[src/rtl/clk_pattern_pkg.sv]
`default_nettype none
// ============================================================================
//  Module      : clk_pattern_pkg
//  Description : Shared definitions for the clock-pattern player: FSM state
//                encoding and default parameter values.
//  Contents    : state_t  - player FSM states (IDLE, START_REQ, LOAD, SEND)
//                c_DEF_*  - default values for the player parameters
//  Revision    : 1.0 - initial release
// ============================================================================
package clk_pattern_pkg;

    localparam int unsigned c_DEF_DATA_WIDTH = 8;
    localparam int unsigned c_DEF_NUM_CH     = 2;
    localparam int unsigned c_DEF_DEPTH      = 64;
    localparam int unsigned c_DEF_REP_WIDTH  = 8;

    typedef enum logic [1:0] {
        ST_IDLE      = 2'd0,
        ST_START_REQ = 2'd1,
        ST_LOAD      = 2'd2,
        ST_SEND      = 2'd3
    } state_t;

endpackage : clk_pattern_pkg
`default_nettype wire

[src/rtl/clk_pattern_ram.sv]
`default_nettype none
// ============================================================================
//  Module      : clk_pattern_ram
//  Description : Simple dual-port pattern buffer. One synchronous write port,
//                one registered read port (1-cycle latency). The read register
//                only updates when i_rd_en is high, so its output holds the
//                last word read otherwise.
//  Ports       : i_clk, i_rst_n        - clock, sync active-low reset (read reg)
//                i_wr_en/addr/data     - write port
//                i_rd_en/addr          - read request
//                o_rd_data             - registered read data
//  Revision    : 1.0 - initial release
// ============================================================================
module clk_pattern_ram #(
    parameter int unsigned DATA_WIDTH = 8,
    parameter int unsigned DEPTH      = 64,
    localparam int unsigned AW        = $clog2(DEPTH)
) (
    input  logic                  i_clk,
    input  logic                  i_rst_n,
    input  logic                  i_wr_en,
    input  logic [AW-1:0]         i_wr_addr,
    input  logic [DATA_WIDTH-1:0] i_wr_data,
    input  logic                  i_rd_en,
    input  logic [AW-1:0]         i_rd_addr,
    output logic [DATA_WIDTH-1:0] o_rd_data
);

    logic [DATA_WIDTH-1:0] r_mem [DEPTH];
    logic [DATA_WIDTH-1:0] r_rd_data;

    // Storage array carries no reset so it maps onto plain block RAM.
    always_ff @(posedge i_clk) begin
        if (i_wr_en) begin
            r_mem[i_wr_addr] <= i_wr_data;
        end
    end

    always_ff @(posedge i_clk) begin
        if (!i_rst_n) begin
            r_rd_data <= '0;
        end else if (i_rd_en) begin
            r_rd_data <= r_mem[i_rd_addr];
        end
    end

    assign o_rd_data = r_rd_data;

endmodule : clk_pattern_ram
`default_nettype wire

[src/rtl/clk_pattern_player.sv]
`default_nettype none
// ============================================================================
//  Module      : clk_pattern_player
//  Description : Loads a pattern of words from a valid/ready stream into a
//                buffer, then replays bits [NUM_CH-1:0] of each word on
//                o_lanes, (repeat+1) times back to back. Re-arms for a new
//                load after reset or after an i_output_last pulse.
//  Ports       : i_clk, i_rst_n                 - clock, sync active-low reset
//                i_tdata_valid/i_tdata/
//                i_tdata_last/o_tready          - pattern load stream
//                i_repeat                       - extra replays (on last beat)
//                i_output_last                  - consumer done, re-arms load
//                o_lanes/o_enb                  - replayed pattern + valid
//                o_busy                         - not in IDLE
//                o_overflow                     - sticky: beats were dropped
//  Revision    : 1.0 - initial release
// ============================================================================
module clk_pattern_player
    import clk_pattern_pkg::*;
#(
    parameter int unsigned DATA_WIDTH = c_DEF_DATA_WIDTH,
    parameter int unsigned NUM_CH     = c_DEF_NUM_CH,
    parameter int unsigned DEPTH      = c_DEF_DEPTH,
    parameter int unsigned REP_WIDTH  = c_DEF_REP_WIDTH
) (
    input  logic                  i_clk,
    input  logic                  i_rst_n,
    input  logic                  i_tdata_valid,
    input  logic [DATA_WIDTH-1:0] i_tdata,
    input  logic                  i_tdata_last,
    input  logic [REP_WIDTH-1:0]  i_repeat,
    input  logic                  i_output_last,
    output logic                  o_tready,
    output logic [NUM_CH-1:0]     o_lanes,
    output logic                  o_enb,
    output logic                  o_busy,
    output logic                  o_overflow
);

    localparam int unsigned AW = $clog2(DEPTH);
    // One extra bit so a completely full buffer (count == DEPTH) fits.
    localparam int unsigned CW = AW + 1;

    state_t                r_state;
    logic                  r_armed;
    logic                  r_tready;
    logic                  r_enb;
    logic                  r_overflow;
    logic [CW-1:0]         r_wcount;
    logic [CW-1:0]         r_count;
    logic [AW-1:0]         r_raddr;
    logic [REP_WIDTH-1:0]  r_rep;

    logic                  w_accept;
    logic                  w_room;
    logic                  w_wr_en;
    logic                  w_rd_en;
    logic                  w_last_rd;
    logic [CW-1:0]         w_count_final;
    logic [DATA_WIDTH-1:0] w_rd_data;
    logic                  w_unused_rd;

    assign w_accept      = i_tdata_valid && r_tready && (r_state == ST_LOAD);
    assign w_room        = (r_wcount < CW'(DEPTH));
    assign w_wr_en       = w_accept && w_room;
    assign w_rd_en       = (r_state == ST_SEND);
    assign w_last_rd     = ({1'b0, r_raddr} == (r_count - 1'b1));
    // Stored word count including the beat being accepted now, capped at DEPTH.
    assign w_count_final = w_room ? (r_wcount + 1'b1) : r_wcount;

    clk_pattern_ram #(
        .DATA_WIDTH (DATA_WIDTH),
        .DEPTH      (DEPTH)
    ) u_ram (
        .i_clk     (i_clk),
        .i_rst_n   (i_rst_n),
        .i_wr_en   (w_wr_en),
        .i_wr_addr (r_wcount[AW-1:0]),
        .i_wr_data (i_tdata),
        .i_rd_en   (w_rd_en),
        .i_rd_addr (r_raddr),
        .o_rd_data (w_rd_data)
    );

    always_ff @(posedge i_clk) begin
        if (!i_rst_n) begin
            r_state    <= ST_IDLE;
            r_armed    <= 1'b1;
            r_tready   <= 1'b0;
            r_enb      <= 1'b0;
            r_overflow <= 1'b0;
            r_wcount   <= '0;
            r_count    <= '0;
            r_raddr    <= '0;
            r_rep      <= '0;
        end else begin
            // A read issued in SEND shows up on the RAM output next cycle.
            r_enb <= (r_state == ST_SEND);

            case (r_state)
                ST_IDLE: begin
                    // A done pulse seen in IDLE starts the load immediately.
                    if (r_armed || i_output_last) begin
                        r_state <= ST_START_REQ;
                    end
                end
                ST_START_REQ: begin
                    r_wcount   <= '0;
                    r_overflow <= 1'b0;
                    r_tready   <= 1'b1;
                    r_state    <= ST_LOAD;
                end
                ST_LOAD: begin
                    if (w_accept) begin
                        if (w_room) begin
                            r_wcount <= r_wcount + 1'b1;
                        end else begin
                            r_overflow <= 1'b1;
                        end
                        if (i_tdata_last) begin
                            r_count  <= w_count_final;
                            r_rep    <= i_repeat;
                            r_tready <= 1'b0;
                            r_raddr  <= '0;
                            r_armed  <= 1'b0;
                            r_state  <= ST_SEND;
                        end
                    end
                end
                ST_SEND: begin
                    if (w_last_rd) begin
                        if (r_rep != '0) begin
                            r_raddr <= '0;
                            r_rep   <= r_rep - 1'b1;
                        end else begin
                            r_state <= ST_IDLE;
                        end
                    end else begin
                        r_raddr <= r_raddr + 1'b1;
                    end
                end
                default: r_state <= ST_IDLE;
            endcase

            // A done pulse always wins over the clear on entry to SEND.
            if (i_output_last) begin
                r_armed <= 1'b1;
            end
        end
    end

    // Bits above NUM_CH are buffered but never replayed.
    assign w_unused_rd = ^w_rd_data;

    assign o_tready   = r_tready;
    assign o_lanes    = w_rd_data[NUM_CH-1:0];
    assign o_enb      = r_enb;
    assign o_busy     = (r_state != ST_IDLE);
    assign o_overflow = r_overflow;

endmodule : clk_pattern_player
`default_nettype wire

[config.mk]
export PLATFORM = sky130hd
export DESIGN_NAME = clk_pattern_player
export DESIGN_NICKNAME = d
export VERILOG_FILES = /design/src/rtl/clk_pattern_pkg.sv /design/src/rtl/clk_pattern_ram.sv /design/src/rtl/clk_pattern_player.sv
export SDC_FILE = /design/constraint.sdc
export NUM_CORES = 1
export LEC_CHECK = 0
export CAP_MARGIN = 20
export CORE_MARGIN = 4
export CORE_UTILIZATION = 45
export CTS_CLUSTER_SIZE = 25
export DETAILED_ROUTE_END_ITERATION = 8
export GPL_TIMING_DRIVEN = 0
export SLEW_MARGIN = 20
export SYNTH_ARGS = -nofsm -noshare
export SYNTH_HDL_FRONTEND = slang
export SYNTH_SLANG_ARGS = --single-unit
[constraint.sdc]
create_clock -name i_clk -period 2.4 [get_ports i_clk]
set_clock_uncertainty 0.15 [all_clocks]
set_input_delay 0.36 -clock i_clk [delete_from_list [all_inputs] [get_ports i_clk]]
set_output_delay 0.36 -clock i_clk [all_outputs]
set_load 0.02 [all_outputs]
**Word level (Yosys, flattened, before mapping)**

Memory sizes are Yosys's and may differ from the RTL's. A register that Yosys moved wholly into a read port is not among the register bits.
Index checks and enable logic that the tools add are counted.

- Register bits after elaboration: 34
- Memory bits (writable): 512
- Bits of input ports: 21
- Output and inout bits: 6
- Logic and storage cells: 73
- Memories kept: 1

Memories:

| memory | depth | width | rd ports | clocked after Yosys merged registers in | wr ports | line | source |
|---|---|---|---|---|---|---|---|
| u_ram.r_mem | 64 | 8 | 1 | 1 | 1 | clk_pattern_ram.sv:29 | `logic [DATA_WIDTH-1:0] r_mem [DEPTH];` |

- $add $sub $neg: 4
- $lt $le $gt $ge: 1
- Equal/unequal tests: 12
- Mux-type cells: 27
- Bitwise logic cells: 1
- Reductions and logical operators: 18

Operators with widths:

| cell | count |
|---|---|
| $mux 8 | 4 |
| $mux 6 | 4 |
| $pmux 8 s2 | 1 |
| $mux 7 | 2 |
| $ne 2x2->1 const B | 7 |
| $pmux 7 s2 | 1 |
| $pmux 6 s2 | 1 |
| $mux 2 | 5 |
| $reduce_and 5->1 | 2 |
| $reduce_and 3->1 | 3 |
| $pmux 2 s4 | 1 |
| $reduce_bool 8->1 | 1 |
| $sub 8x1->8 const B | 1 |
| $add 7x1->7 const B | 1 |
| $eq 6x7->1 | 1 |
| $lt 7x7->1 const B | 1 |
| $sub 7x1->7 const B | 1 |
| $add 6x1->6 const B | 1 |
| $mux 1 | 6 |
| $reduce_bool 2->1 | 3 |
| $eq 2x2->1 const B | 2 |
| $pmux 1 s2 | 2 |
| $reduce_and 4->1 | 1 |
| $logic_and 1x1->1 | 3 |
| 8 further kinds | 8 |

**Logic depth before layout (Yosys ltp)**

- Word-level depth: 5
- Gate-level depth with buffers: 10
- Mapped depth without buffers: 8

**Modules after synthesis**

From an unflattened synthesis, not the netlist that was laid out.

- Cell total of the unflattened synthesis: 1332
- Area, all modules: 22599.2 µm²

By module, submodules not included:

| module | instances | cells each | area each (µm²) | seq. area each (µm²) |
|---|---|---|---|---|
| clk_pattern_ram | 1 | 1044 | 20338.3 | 15534.9 |
| clk_pattern_player | 1 | 288 | 2260.9 | 680.7 |

**Least setup slack after synthesis**

Ideal clock, no wire load.

- Path type: flip-flop to flip-flop
- Start point: register r_raddr[0]
- End point: register u_ram.r_rd_data[1] (netlist: u_ram.o_rd_data[1]), read port of u_ram.r_mem
- Setup time: 0.121 ns
- Arrival: 2.060 ns
- Required time: 2.129 ns
- Setup slack: 0.069 ns
- Cell stages (with the launch flop): 8
- Buffers on the path: 2
- Period minus slack after synthesis: 2.331 ns
- Path through: dfxtp_1 buf_6 buf_6 mux4_2 mux4_2 mux2_2 a21oi_1 o21ai_1

RTL lines:

| item | line | source |
|---|---|---|
| from (decl) | clk_pattern_player.sv:51 | `logic [AW-1:0] r_raddr;` |
| from (signal assigned) | clk_pattern_player.sv:139 | `r_raddr <= r_raddr + 1'b1;` |
| to (decl) | clk_pattern_ram.sv:30 | `logic [DATA_WIDTH-1:0] r_rd_data;` |

==> results.toml <==
[hold_path]
min_from = "i_tdata[0]"
hold_path_class = "primary input to register"

[grt]
grt_pass1_vias = 4903
gr-total-overflow = 0
grt_usage_pct = 19.99
grt_first_pass_wirelength_mm = 27.70
grt_max_degree = 40
antenna_found_initial = 0

[floorplanning]
start_util_pct = 46.44
rows = 46
design.core.area_mm2 = 0.01612
die_h_um = 137.0
pin_count = 27
design.die.area_mm2 = 0.01876
die_w_um = 137.0

[synthesis]
synth.avg_cell_area_um2 = 13.04
ys_async_sr_fraction_pct = 0
syn-num-nets = 604
synth-seq-area-share_pct = 60.99
synthCells = 574
synth-edff-count = 128
ys_types = 66
yosys_warnings = 0
ys_seq_elements = 164
synth_ff_type = "edfxtp_1"
syn_area_mm2 = 0.007483

[timing]
tns_ns = 0
post-route-min-period_ns = 2.386
hold_viol = 0
fmax_mhz = 419.1
slew_violations = 0
timing.hold.ws_ns = 0.2800
rsz0062_at_grt = "yes"
finalCritPeriodShare_pct = 99.41
worst_slew_pin_slew_ns = 0.7062
finalSetupViolations = 0
max-slew-margin-rel_pct = 52.92

[setup_path]
worst-path-buf-inv = 2
crit_start = "r_raddr[0]$_SDFFE_PN0P_"
cpMostUsedCell = "mux4_2"
max_stage_delay_ns = 0.52
regToRegStartpoint = "r_raddr[0]$_SDFFE_PN0P_"
startpoint_type = "register"
path_class = "register to register"
crit_slowest_cell = "mux4_2"
cp_max_fo = 4
cp.required_ns = 2.56
end_kind = "register"
cpLargestDelayFamily = "multiplexers"
worstPathArrival_ns = 2.55
path_cells = "buf_12, buf_4, mux4_2, mux4_2, mux2_4, a21oi_2, o21ai_1"

[clock_network]
cts-root-buf = "clkbuf_16"
h-tree-depth = 4
clock_latency_ns = 0.43
cts_inserted_buffers = 17
postCtsHoldBufs = 0
clkTransAtPathRegs_ns = 0.06
clock_path_buffers = 2
clock_sinks = 164
cts_tree = "yes"

[finish]
area_growth_pct = 19.18
layout_commonest_cell = "edfxtp_1"
nets = 655
nFillCells = 1336
final_cell_mix = "edfxtp_1 (128), nor2_1 (86), nand2_1 (43)"
antennaDiodeCount = 0
drive_above_1_share_pct = 22.10

[run_status]
status = "completed"

[detailed_routing]
num_vias = 4974
first_iter_violations = 493
drtAntennaViolNets = 0
wl_per_cell_um = 20.68
avgViaCountPerCell = 5.824
drc_errors = 0
dr.pass1.iters = 4
drt_wl_total_mm = 17.66

[run]
drv_cap = 0

[power_and_ir_drop]
power_leakage_uw = 0.002936
ir_drop_mv = 0.5144
p_per_area_mw_per_mm2 = 779.6

[place]
numPortBuffers = 20
place_congestion = 0.8274
hpwlAfterDp_mm = 11.67
-- worst register-to-register path, cell delays in order, from the launching register on --
cell,delay (ns)
dfxtp_2,0.35
buf_12,0.14
buf_4,0.17
mux4_2,0.52
mux4_2,0.46
mux2_4,0.30
a21oi_2,0.11
o21ai_1,0.07
-- report_power, final --
part | internal, uW | total [uW] | switching [uW]
sequential | 3100 | 3150 | 47.6
clock | 1670 | 2850 | 1180
combinational | 441 | 951 | 510
total | 5210 | 6950 | 1740
-- metrics by stage --
step | cells | power (uW) | setup WS, ns | cell area (um^2) | util (%)
after detailed placement | 812 | 4032 | -0.6924 | 7991 | 49.59
after global placement | 810 | 4011 | -0.6440 | 7954 | 49.36
after floorplan | 574 | 3744 | 0.06860 | 7483 | -
after global routing | 854 | 7214 | -0.03518 | 8919 | 55.34
final | 854 | 6953 | 0.01414 | 8919 | 55.34
after CTS | 852 | 6963 | 0.005742 | 8821 | 54.74
-- cell families (layout without fill, tap and decap cells) --
| logic type | after synthesis | count (layout) | share of synthesized area, % |
|---|---|---|---|
| AOI/OAI and AO/OA | 84 | 84 | 7.474 |
| xor gates and xnor gates | 14 | 14 | 1.739 |
| adders and majority gates | 9 | 9 | 1.505 |
| buffers and inverters | 45 | 109 | 3.110 |
| DFF | 164 | 164 | 60.99 |
| muxes | 43 | 43 | 11.47 |
| and+or+nand+nor | 215 | 215 | 13.71 |
-- cell usage after synthesis, types with 3 or more instances --
master / number / area, um^2
o211a_1: 5 / 50.05
buf_2: 7 / 35.03
ha_1: 9 / 112.6
nand2_1: 43 / 161.4
a21boi_0: 3 / 22.52
mux4_2: 34 / 765.7
buf_1: 3 / 11.26
a21oi_1: 21 / 105.1
nand3_1: 24 / 120.1
o21ai_0: 15 / 75.07
buf_4: 4 / 30.03
edfxtp_1: 128 / 3844
or4_1: 3 / 22.52
xor2_1: 8 / 70.07
clkbuf_1: 13 / 48.80
nor2_1: 88 / 330.3
nand3b_1: 6 / 45.04
and3_1: 3 / 18.77
o31ai_1: 3 / 22.52
nor2b_1: 10 / 62.56
a211oi_1: 5 / 37.54
xnor2_1: 5 / 43.79
a31oi_1: 7 / 43.79
mux2i_1: 7 / 70.07
inv_1: 13 / 48.80
dfxtp_1: 36 / 720.7
a22oi_1: 4 / 30.03
buf_6: 4 / 45.04
nand4_1: 7 / 43.79
nor3_1: 9 / 45.04
-- metal layers --
metal | global-route usage (%) | routed length (um) | vias up
met5 | 0 | 0 | -
met4 | 4.878 | 193 | 0
met3 | 5.515 | 1160 | 15
met2 | 31.42 | 8465 | 170
met1 | 27.78 | 7840 | 2498
li1 | - | - | 2291
-- layout make-up --
| class | instances | area, um^2 | share of cell area [%] |
|---|---|---|---|
| inverter | 13 | 48.80 | 0.5471 |
| multi-input combinational | 365 | 2831 | 31.75 |
| clock buffer | 17 | 425.4 | 4.770 |
| sequential | 164 | 4572 | 51.26 |
| clock inverter | 15 | 191.4 | 2.146 |
| timing repair buffer | 33 | 342.8 | 3.844 |
| buffer | 31 | 236.5 | 2.652 |
| tap | 216 | 270.3 | 3.030 |
-- repair_timing --
item	in CTS	in global routing
pin swaps	2	8
gates cloned	1	0
endpoints found under the setup margin	147	49
setup buffers	8	2
resized for setup	38	22
-- worst paths after layout --
check	slack [ns]	depth (start not counted)	endpoint
setup / recovery	0.01	7	u_ram.o_rd_data[1]$_SDFFE_PN0P_
hold / removal	0.28	1	u_ram.r_mem[22][0]$_DFFE_PP_
setup reg to reg	0.01	7	u_ram.o_rd_data[1]$_SDFFE_PN0P_
hold reg to reg	0.33	2	o_overflow$_SDFFE_PN0P_
-- sequential cells by signal, summed over array words and instances (netlist names) --
name,count
o_enb,1
o_overflow,1
o_tready,1
r_armed,1
r_count,7
r_raddr,6
r_rep,8
r_state,2
r_wcount,7
u_ram.o_rd_data,2
u_ram.r_mem,128
Power figures use the tool's default switching activity.
